### src/rtl/cpu_pkg.sv
// cpu_pkg: shared definitions for the load path of the P7 MIPS CPU.
//   ld_op_t       - load op codes as presented by the MEM stage (3 bits)
//   state_t       - load_extend_unit FSM states
//   ld_op_valid   - true for the five real load ops (110/111 count as none)
//   ld_misaligned - address-error check for lw / lh / lhu
package cpu_pkg;

  typedef enum logic [2:0] {
    LD_NONE = 3'd0,
    LD_LW   = 3'd1,
    LD_LB   = 3'd2,
    LD_LBU  = 3'd3,
    LD_LH   = 3'd4,
    LD_LHU  = 3'd5
  } ld_op_t;

  typedef enum logic [2:0] {
    ST_IDLE  = 3'd0,
    ST_ADDR  = 3'd1,
    ST_DATA  = 3'd2,
    ST_DRAIN = 3'd3,
    ST_RESP  = 3'd4
  } state_t;

  function automatic logic ld_op_valid(input logic [2:0] op);
    return (op >= 3'(LD_LW)) && (op <= 3'(LD_LHU));
  endfunction

  // Words must be 4-byte aligned, halfwords 2-byte aligned; bytes never fault.
  function automatic logic ld_misaligned(input logic [2:0] op, input logic [1:0] off);
    logic bad;
    bad = 1'b0;
    if (op == 3'(LD_LW))
      bad = (off != 2'b00);
    else if ((op == 3'(LD_LH)) || (op == 3'(LD_LHU)))
      bad = off[0];
    return bad;
  endfunction

endpackage

### src/rtl/load_extract.sv
// load_extract: combinational byte/halfword lane select plus sign/zero extension.
//   op    in  3   load op code (cpu_pkg::ld_op_t values)
//   off   in  2   byte offset within the word (latched addr[1:0])
//   rdata in  32  full word from the bus
//   data  out 32  extended result
// Halfwords are selected by off[1] only, so a misaligned halfword (off[0]=1)
// returns the halfword that contains the addressed byte's aligned pair.
module load_extract
  import cpu_pkg::*;
(
  input  logic [2:0]  op,
  input  logic [1:0]  off,
  input  logic [31:0] rdata,
  output logic [31:0] data
);

  logic [7:0]  byte_sel;
  logic [15:0] half_sel;

  always_comb begin
    byte_sel = rdata[7:0];
    case (off)
      2'd0:    byte_sel = rdata[7:0];
      2'd1:    byte_sel = rdata[15:8];
      2'd2:    byte_sel = rdata[23:16];
      default: byte_sel = rdata[31:24];
    endcase

    half_sel = off[1] ? rdata[31:16] : rdata[15:0];

    data = rdata;
    case (op)
      3'(LD_LB):  data = {{24{byte_sel[7]}}, byte_sel};
      3'(LD_LBU): data = {24'd0, byte_sel};
      3'(LD_LH):  data = {{16{half_sel[15]}}, half_sel};
      3'(LD_LHU): data = {16'd0, half_sel};
      default:    data = rdata;
    endcase
  end

endmodule

### src/rtl/load_extend_unit.sv
// load_extend_unit: load side of the MEM/WB data path.
// Accepts a load from MEM, issues a word-aligned bus read (req/gnt, then
// rvalid), extracts and extends the addressed byte/halfword and pulses it to WB.
// busy stalls the pipeline whenever the FSM is out of IDLE.
//
// Handshakes: a load is accepted on a clock edge where req_valid=1, req_ready=1,
// flush=0 and req_op is a real load. bus_req stays high with bus_addr stable
// until an edge with bus_gnt=1. bus_rdata is taken only on an edge with
// bus_rvalid=1 while in DATA (kept) or DRAIN (discarded); rvalid elsewhere is
// ignored. wb_valid is a single-cycle pulse; wb_data/wb_rd hold afterwards.
//
// Ports:
//   clk, reset (async, active low)
//   req_valid/req_ready/req_op/req_addr/req_rd  - load request from MEM
//   flush                                       - kill the in-flight load
//   bus_req/bus_addr/bus_gnt/bus_rvalid/bus_rdata - memory read bus
//   wb_valid/wb_data/wb_rd                      - result to WB
//   busy                                        - pipeline stall request
//   exc_adel/exc_badvaddr                       - address error (LOAD_ADEL_EN only)
//   dbg_state                                   - current FSM state
//
// Build option: define LOAD_ADEL_EN to enable the misalignment check and the
// exc_adel/exc_badvaddr ports. Without it, misaligned addresses are truncated
// on the bus and extracted at the given offset.
module load_extend_unit
  import cpu_pkg::*;
#(
  parameter int ADDR_W = 32,
  parameter int DATA_W = 32   // only 32 is supported
) (
  input  logic              clk,
  input  logic              reset,
  input  logic              req_valid,
  output logic              req_ready,
  input  logic [2:0]        req_op,
  input  logic [ADDR_W-1:0] req_addr,
  input  logic [4:0]        req_rd,
  input  logic              flush,
  output logic              bus_req,
  output logic [ADDR_W-1:0] bus_addr,
  input  logic              bus_gnt,
  input  logic              bus_rvalid,
  input  logic [DATA_W-1:0] bus_rdata,
  output logic              wb_valid,
  output logic [31:0]       wb_data,
  output logic [4:0]        wb_rd,
  output logic              busy,
`ifdef LOAD_ADEL_EN
  output logic              exc_adel,
  output logic [ADDR_W-1:0] exc_badvaddr,
`endif
  output logic [2:0]        dbg_state
);

  state_t state_q, state_d;

  logic [2:0]        op_q;
  logic [ADDR_W-1:0] addr_q;
  logic [4:0]        rd_q;
  logic              accept;
  logic              capture;
  logic [31:0]       ext_data;

`ifdef LOAD_ADEL_EN
  logic              adel;
  logic              adel_q;
  logic [ADDR_W-1:0] badvaddr_q;
`endif

  load_extract u_extract (
    .op    (op_q),
    .off   (addr_q[1:0]),
    .rdata (bus_rdata),
    .data  (ext_data)
  );

  // State register.
  always_ff @(posedge clk or negedge reset) begin
    if (!reset) state_q <= ST_IDLE;
    else        state_q <= state_d;
  end

  // Next state. flush wins over everything except an rvalid already owed to
  // DRAIN: a granted-then-flushed read must still be drained off the bus.
  always_comb begin
    state_d = state_q;
    accept  = 1'b0;
    capture = 1'b0;
`ifdef LOAD_ADEL_EN
    adel    = 1'b0;
`endif
    case (state_q)
      ST_IDLE: begin
        if (!flush && req_valid && ld_op_valid(req_op)) begin
          accept  = 1'b1;
          state_d = ST_ADDR;
`ifdef LOAD_ADEL_EN
          // Faulting loads skip the bus entirely and report straight away.
          if (ld_misaligned(req_op, req_addr[1:0])) begin
            adel    = 1'b1;
            state_d = ST_RESP;
          end
`endif
        end
      end
      ST_ADDR: begin
        if (bus_gnt)    state_d = flush ? ST_DRAIN : ST_DATA;
        else if (flush) state_d = ST_IDLE;
      end
      ST_DATA: begin
        if (bus_rvalid) begin
          if (flush) begin
            state_d = ST_IDLE;
          end else begin
            capture = 1'b1;
            state_d = ST_RESP;
          end
        end else if (flush) begin
          state_d = ST_DRAIN;
        end
      end
      ST_DRAIN: begin
        if (bus_rvalid) state_d = ST_IDLE;
      end
      ST_RESP: begin
        state_d = ST_IDLE;
      end
      default: begin
        state_d = ST_IDLE;
      end
    endcase
  end

  // Request latch and result registers.
  always_ff @(posedge clk or negedge reset) begin
    if (!reset) begin
      op_q       <= 3'(LD_NONE);
      addr_q     <= '0;
      rd_q       <= '0;
      wb_data    <= '0;
      wb_rd      <= '0;
`ifdef LOAD_ADEL_EN
      adel_q     <= 1'b0;
      badvaddr_q <= '0;
`endif
    end else begin
      if (accept) begin
        op_q   <= req_op;
        addr_q <= req_addr;
        rd_q   <= req_rd;
      end
      if (capture) begin
        wb_data <= ext_data;
        wb_rd   <= rd_q;
      end
`ifdef LOAD_ADEL_EN
      if (accept) adel_q <= adel;
      if (adel) begin
        wb_data    <= '0;
        wb_rd      <= req_rd;
        badvaddr_q <= req_addr;
      end
`endif
    end
  end

  // Outputs decoded from the state register; wb_valid is additionally
  // masked by flush so an older-stage exception kills the writeback.
  assign req_ready = (state_q == ST_IDLE);
  assign busy      = (state_q != ST_IDLE);
  assign bus_req   = (state_q == ST_ADDR);
  assign bus_addr  = {addr_q[ADDR_W-1:2], 2'b00};
  assign wb_valid  = (state_q == ST_RESP) && !flush;
  assign dbg_state = state_q;

`ifdef LOAD_ADEL_EN
  assign exc_adel     = adel_q;
  assign exc_badvaddr = badvaddr_q;
`endif

endmodule

### config.mk
export PLATFORM = sky130hd
export DESIGN_NAME = load_extend_unit
export DESIGN_NICKNAME = d
export VERILOG_FILES = /design/src/rtl/cpu_pkg.sv /design/src/rtl/load_extract.sv /design/src/rtl/load_extend_unit.sv
export SDC_FILE = /design/constraint.sdc
export NUM_CORES = 1
export LEC_CHECK = 0
export ABC_AREA = 1
export BUFFER_PORTS_ARGS = -buffer_cell sky130_fd_sc_hd__buf_2
export CAP_MARGIN = 40
export CORE_MARGIN = 3
export CORE_UTILIZATION = 55
export DETAILED_ROUTE_END_ITERATION = 8
export PLACE_DENSITY_LB_ADDON = 0.05
export SLEW_MARGIN = 20
export SYNTH_ARGS = -nofsm -noshare
export SYNTH_HDL_FRONTEND = slang
export SYNTH_SLANG_ARGS = --single-unit
### constraint.sdc
create_clock -name clk -period 3.3 [get_ports clk]
set_clock_uncertainty 0.2 [all_clocks]
set_input_delay 0 -clock clk [delete_from_list [all_inputs] [get_ports clk]]
set_output_delay 0 -clock clk [all_outputs]
set_load 0.03 [all_outputs]
**Yosys cells after proc, flatten, opt, wreduce, memory -nomap -nowiden**

Cells that the tools add are included.
W data, S select, Z words.

- Flip-flop bits (word level): 80
- Output and inout bits: 76
- Logic and storage cells: 48

- Order comparisons: 2
- Eq/ne operators: 14
- Mux-type cells: 17
- Reductions and logical operators: 9

Operator list:

| kind | count |
|---|---|
| $pmux W32 S4 | 1 |
| $pmux W8 S3 | 1 |
| $mux W3 | 7 |
| $mux W16 | 1 |
| $eq A3 B2 Y1 const B | 4 |
| $pmux W3 S4 | 1 |
| $eq A3 B3 Y1 const B | 3 |
| $mux W1 | 6 |
| $logic_and A1 B1 Y1 | 4 |
| $reduce_and A4 Y1 | 1 |
| $eq A3 B1 Y1 const B | 1 |
| $ge A3 B1 Y1 const B | 1 |
| $le A3 B3 Y1 const B | 1 |
| $logic_not A3 Y1 | 1 |
| $ne A3 B2 Y1 const B | 1 |
| $ne A3 B3 Y1 const B | 1 |
| $reduce_bool A3 Y1 | 1 |
| $eq A2 B1 Y1 const B | 1 |
| $eq A2 B2 Y1 const B | 1 |
| $logic_not A2 Y1 | 1 |
| $ne A2 B1 Y1 const B | 1 |
| $ne A2 B2 Y1 const B | 1 |
| $logic_not A1 Y1 | 1 |

**Longest topological paths before layout**

- Word-level depth: 5
- Depth in mapped cells: 10
- Gate-level depth less buffers: 8

**By module**

A second synthesis with hierarchy kept.

- Cell total of the unflattened synthesis: 590
- Area total of the unflattened synthesis: 4409.2 µm²

By module, submodules not included:

| module | times used | cells an instance | area an instance (µm²) | seq. area each (µm²) |
|---|---|---|---|---|
| load_extend_unit | 1 | 396 | 3474.6 | 2001.9 |
| load_extract | 1 | 194 | 934.6 | 0.0 |

**Worst setup path after synthesis**

Ideal clock, no wire load.

- Path type: register to register
- Start: register state_q[1], in the netlist dbg_state[1]
- End: register addr_q[0]
- Setup time: 124 ps
- Arrival time: 1587 ps
- Setup slack: 1389 ps
- Stages on the path, launching flop included: 7
- Path buffers: 2
- Cell sequence: dfrtp_1 -> buf_2 -> nor3_4 -> nand3_2 -> buf_2 -> nor2_1 -> a21oi_1

- Word-level cells in the longest chain between the ends: 2

RTL lines:

| item | line | text |
|---|---|---|
| start, declared | load_extend_unit.sv:55 | `state_t state_q, state_d;` |
| start signal, assigned | load_extend_unit.sv:80 | `else state_q <= state_d;` |
| $logic_not A3 Y1 | -- |  |
| named net req_ready | load_extend_unit.sv:34 | `output logic req_ready,` |
| $mux W1 | load_extend_unit.sv:92 | `case (state_q)` |
| end signal, assigned | load_extend_unit.sv:149 | `addr_q <= req_addr;` |
| end, declared | load_extend_unit.sv:58 | `logic [ADDR_W-1:0] addr_q;` |

The timed path passes the listed nets, and every way through them passes these cells.
A chain may end at the register's enable or synchronous reset.

**Worst setup path after layout**

- Start: register op_q[2]
- End: register wb_data[1]

- Word-level cells in the longest chain between the ends: 2
- Elaborated cells on any way between the ends: 5
- Those cells by class: 4 x eq/ne; 1 x mux

RTL lines:

| item | line | text |
|---|---|---|
| start, declared | load_extend_unit.sv:57 | `logic [2:0] op_q;` |
| start signal, assigned | load_extend_unit.sv:137 | `op_q <= 3'(LD_NONE);` |
| start signal, assigned | load_extend_unit.sv:148 | `op_q <= req_op;` |
| $eq A3 B3 Y1 / $eq A3 B2 Y1 (equally long branches) | load_extract.sv:32 | `case (op)` |
| $pmux W32 S4 (*) | load_extract.sv:32 |  |
| end signal, assigned | load_extend_unit.sv:153 | `wb_data <= ext_data;` |
| end, declared | load_extend_unit.sv:45 | `output logic [31:0] wb_data,` |

Every way passes the cells marked *; elsewhere a longest branch is shown, timed or not.

==> results.py <==
metrics = {
    "setup_path": {
        "crit_path_max_fanout": 14,
        "r2r_slack_ns": 0.22,
        "slowest_delay_ns": 0.56,
        "crit_slowest_cell": "dlygate4sd3_1",
        "criticalPathCategory": "flip-flop to flip-flop",
        "r2r-start": "op_q[2]",
        "rr_worst_depth": 10,
        "crit_arrival_ns": 3.11,
        "crit_required_ns": 3.33,
        "critPathCapture": "wb_data[1]",
        "worstSetupStartpoint": "op_q[2]",
        "crit_path_frequent_cell": "nand2_1",
        "critPathCaptureType": "flip-flop",
        "reg2reg_to": "wb_data[1]",
        "start_kind": "flip-flop",
        "crit_chain": "inv_1, nand2_1, nand2_4, clkinvlp_4, nand2_1, nand2_1, dlygate4sd3_1, nor2_1, a21oi_1, dlygate4sd3_1",
    },
    "synth": {
        "synth_area_per_cell_um2": 7.16,
        "synthCells": 638,
        "synth_seq_cells": 80,
        "ys_warn_count": 0,
        "synth_area_mm2": 0.00457,
        "synth_top_family_by_area": "simple AND/OR/NAND/NOR gates",
        "yosysTopAreaCell": "dfrtp_1",
        "synth_edf_count": 0,
        "muxShareOfSynthArea_pct": 0,
        "synthTopCellsByArea": "dfrtp_1, nand2_1, inv_1",
        "ys.flop_type": "dfrtp_1",
        "synth_xor_area_share_pct": 0,
        "synth_most_common_cell": "nand2_1",
        "synth_commonest_cells": "nand2_1, inv_1, dfrtp_1, nor2_1, o21ai_1",
        "synthSimpleGateAreaFrac_pct": 29.1,
        "synth_compound_area_share_pct": 9.47,
        "synth_top_area_share_pct": 43.8,
        "ys_types": 29,
        "async_flop_share_pct": 100,
        "synth_fa_ha_area_share_pct": 0,
        "yosysSeqAreaShare_pct": 43.8,
    },
    "finish": {
        "layout-drive-gt1-share_pct": 24.3,
        "nFillCells": 559,
        "multi_input_area_mm2": 0.00178,
        "finalNetCount": 916,
        "register_area_mm2": 0.00200,
        "diodes": 0,
        "areaGrowthSynthToFinish_pct": 37.4,
        "finish.utilization_pct": 79.6,
    },
    "drt": {
        "drc": 0,
        "wl_um": 13900,
        "drt_iter0_markers": 302,
        "firstDrtPassIters": 5,
        "vias": 4759,
        "via_per_inst": 5.04,
        "antenna_left": 0,
        "avgRoutedWirePerCell_um": 14.7,
    },
    "die": {
        "std_cell_rows": 32,
        "die-width_um": 97.2,
        "core-area_mm2": 0.00789,
        "ios": 154,
        "start_util_pct": 57.9,
        "die_area_mm2": 0.00944,
        "chipHeight_um": 97.2,
    },
    "grt": {
        "use_met1_pct": 36.9,
        "antenna_found_initial": 0,
        "busiest_layer": "met2",
        "grt_pass1_vias": 4861,
        "use_met3_pct": 5.96,
        "grt_use_total_pct": 30.0,
        "grt_use_met2_pct": 53.1,
        "grt_max_degree": 81,
        "overflow": 0,
        "grt_pass1_wl_um": 23200,
    },
    "pwr": {
        "p_seq_share_pct": 30.5,
        "p_int_uw": 2920,
        "combPwrFrac_pct": 54.8,
        "power.density_mw_per_mm2": 921,
        "clkPwrFrac_pct": 14.7,
        "p_sw_share_pct": 49.5,
        "power.leakage_uw": 0.00357,
        "power_switching_uw": 2860,
        "peakVddDrop_v": 0.000575,
    },
    "clock_tree": {
        "cts_tree": "built",
        "clk_latency_ns": 0.35,
        "clk_path_buf_depth": 2,
        "cts_inserted_buffers": 9,
        "cts.root.buffer_cell": "clkbuf_8",
        "clk_pin_slew_worst_paths_ns": 0.09,
        "cts_sinks": 80,
        "htree_levels": 3,
    },
    "sta": {
        "slew_violations": 0,
        "fin_crit_ns": 3.08,
        "fmax_ghz": 0.325,
        "hold_violations": 0,
        "max_slew_margin_pct": 47.0,
        "rsz0062_at_grt": "no",
        "fin_crit_sh_pct": 93.2,
        "layout_setup_ws_ns": 0.224,
        "fin_setup_tns_ns": 0,
        "worst_slew_pin_slew_ns": 0.792,
        "final-setup-viol-count": 0,
    },
    "placed_design": {
        "dp_hpwl_um": 8530,
        "io_buffers": 151,
        "place_congestion": 0.990,
        "post-place-ws_ns": 1.14,
    },
    "outcome": {
        "status": "complete, no violations",
    },
    "run": {
        "maxCapViolCount": 0,
    },
    "hold_path": {
        "worstHoldPathType": "input pin to flip-flop",
    },
}
## sequential cells by signal, summed over array words and instances, names as in the netlist
register / count
wb_rd: 5
rd_q: 5
addr_q: 32
dbg_state: 3
op_q: 3
wb_data: 32
## worst min-delay path by stage
stage | startpoint | endpoint | slack [ns] | depth (start not counted)
detailed placement | reset | wb_data[9] | -0.25 | 1
global route | req_valid | dbg_state[0] | 0.1 | 8
global placement | reset | wb_data[13] | 0.03 | 1
finish | req_valid | dbg_state[0] | 0.04 | 8
CTS | req_valid | dbg_state[0] | 0.02 | 8
floorplan | reset | addr_q[0] | -0.50 | 0
## cell families after synthesis
group | Yosys count
other | 1
AOI/OAI and AO/OA | 85
DFF | 80
and+or+nand+nor | 311
buffers and inverters | 161
## worst max-delay path: cells and delay by family, from the launching register on
| family | cells | cell delay, ns |
|---|---|---|
| AOI/OAI and AO/OA | 1 | 0.07 |
| buffers and inverters | 4 | 1.45 |
| DFF | 1 | 0.41 |
| and+or+nand+nor | 5 | 0.82 |
## cell usage in the layout, fill, tap and decap left out, types with 2 or more instances in the layout
| master | n |
|---|---|
| inv_1 | 95 |
| conb_1 | 2 |
| nand2_1 | 175 |
| inv_8 | 2 |
| o211ai_1 | 2 |
| clkbuf_8 | 9 |
| nand4_1 | 3 |
| nand3_1 | 33 |
| nand3b_1 | 2 |
| a21oi_1 | 27 |
| nor3_1 | 3 |
| dlygate4sd3_1 | 90 |
| buf_2 | 150 |
| o21ai_0 | 18 |
| bufinv_16 | 2 |
| or2_1 | 3 |
| dfrtp_1 | 80 |
| inv_6 | 2 |
| or2_2 | 13 |
| o21ai_1 | 37 |
| buf_4 | 6 |
| nor2_2 | 2 |
| inv_2 | 4 |
| nor2_1 | 66 |
| nand2_2 | 4 |
## cell type report
| type | instances | area share [%] |
|---|---|---|
| tap | 102 | 2.03 |
| sequential | 80 | 31.9 |
| timing repair buffer | 249 | 28.0 |
| multi-input combinational | 398 | 28.4 |
| clock inverter | 7 | 1.73 |
| clock buffer | 9 | 1.97 |
| inverter | 100 | 6.03 |
## power groups by stage
stage | registers (uW) | clock network [uW] | logic [uW]
finish | 1770 | 849 | 3170
global route | 1820 | 899 | 3470
CTS | 1750 | 857 | 3100
detailed placement | 1760 | 0 | 2940
global placement | 1770 | 0 | 2830
floorplan | 2150 | 0 | 2040
## per-layer routing
metal | vias to the layer above | share of wire, %
li1 | 2316 | -
met2 | 231 | 50
met5 | - | 0
met4 | 0 | 1.6
met1 | 2185 | 40
met3 | 27 | 8.3
## stage by stage
| stage | hold slack, ns | cells | cell area [um2] | power, uW |
|---|---|---|---|---|
| 2_1_floorplan | -0.496 | 639 | 4570 | 4180 |
| 3_3_place_gp | 0.0303 | 836 | 5070 | 4600 |
| 3_5_place_dp | -0.251 | 838 | 5110 | 4690 |
| 4_1_cts | 0.0221 | 945 | 6270 | 5710 |
| 5_1_grt | 0.0959 | 945 | 6280 | 6200 |
| 6_report | 0.0432 | 945 | 6280 | 5790 |
## what timing repair did
| action | CTS | global route |
|---|---|---|
| resized for setup | 0 | 4 |
| endpoints found under the hold margin | 156 | 0 |
| endpoints found under the setup margin | 0 | 3 |
| buffers inserted | 0 | 0 |
| hold buffers | 91 | 0 |
Note: power is estimated with default switching activity, not from simulation.
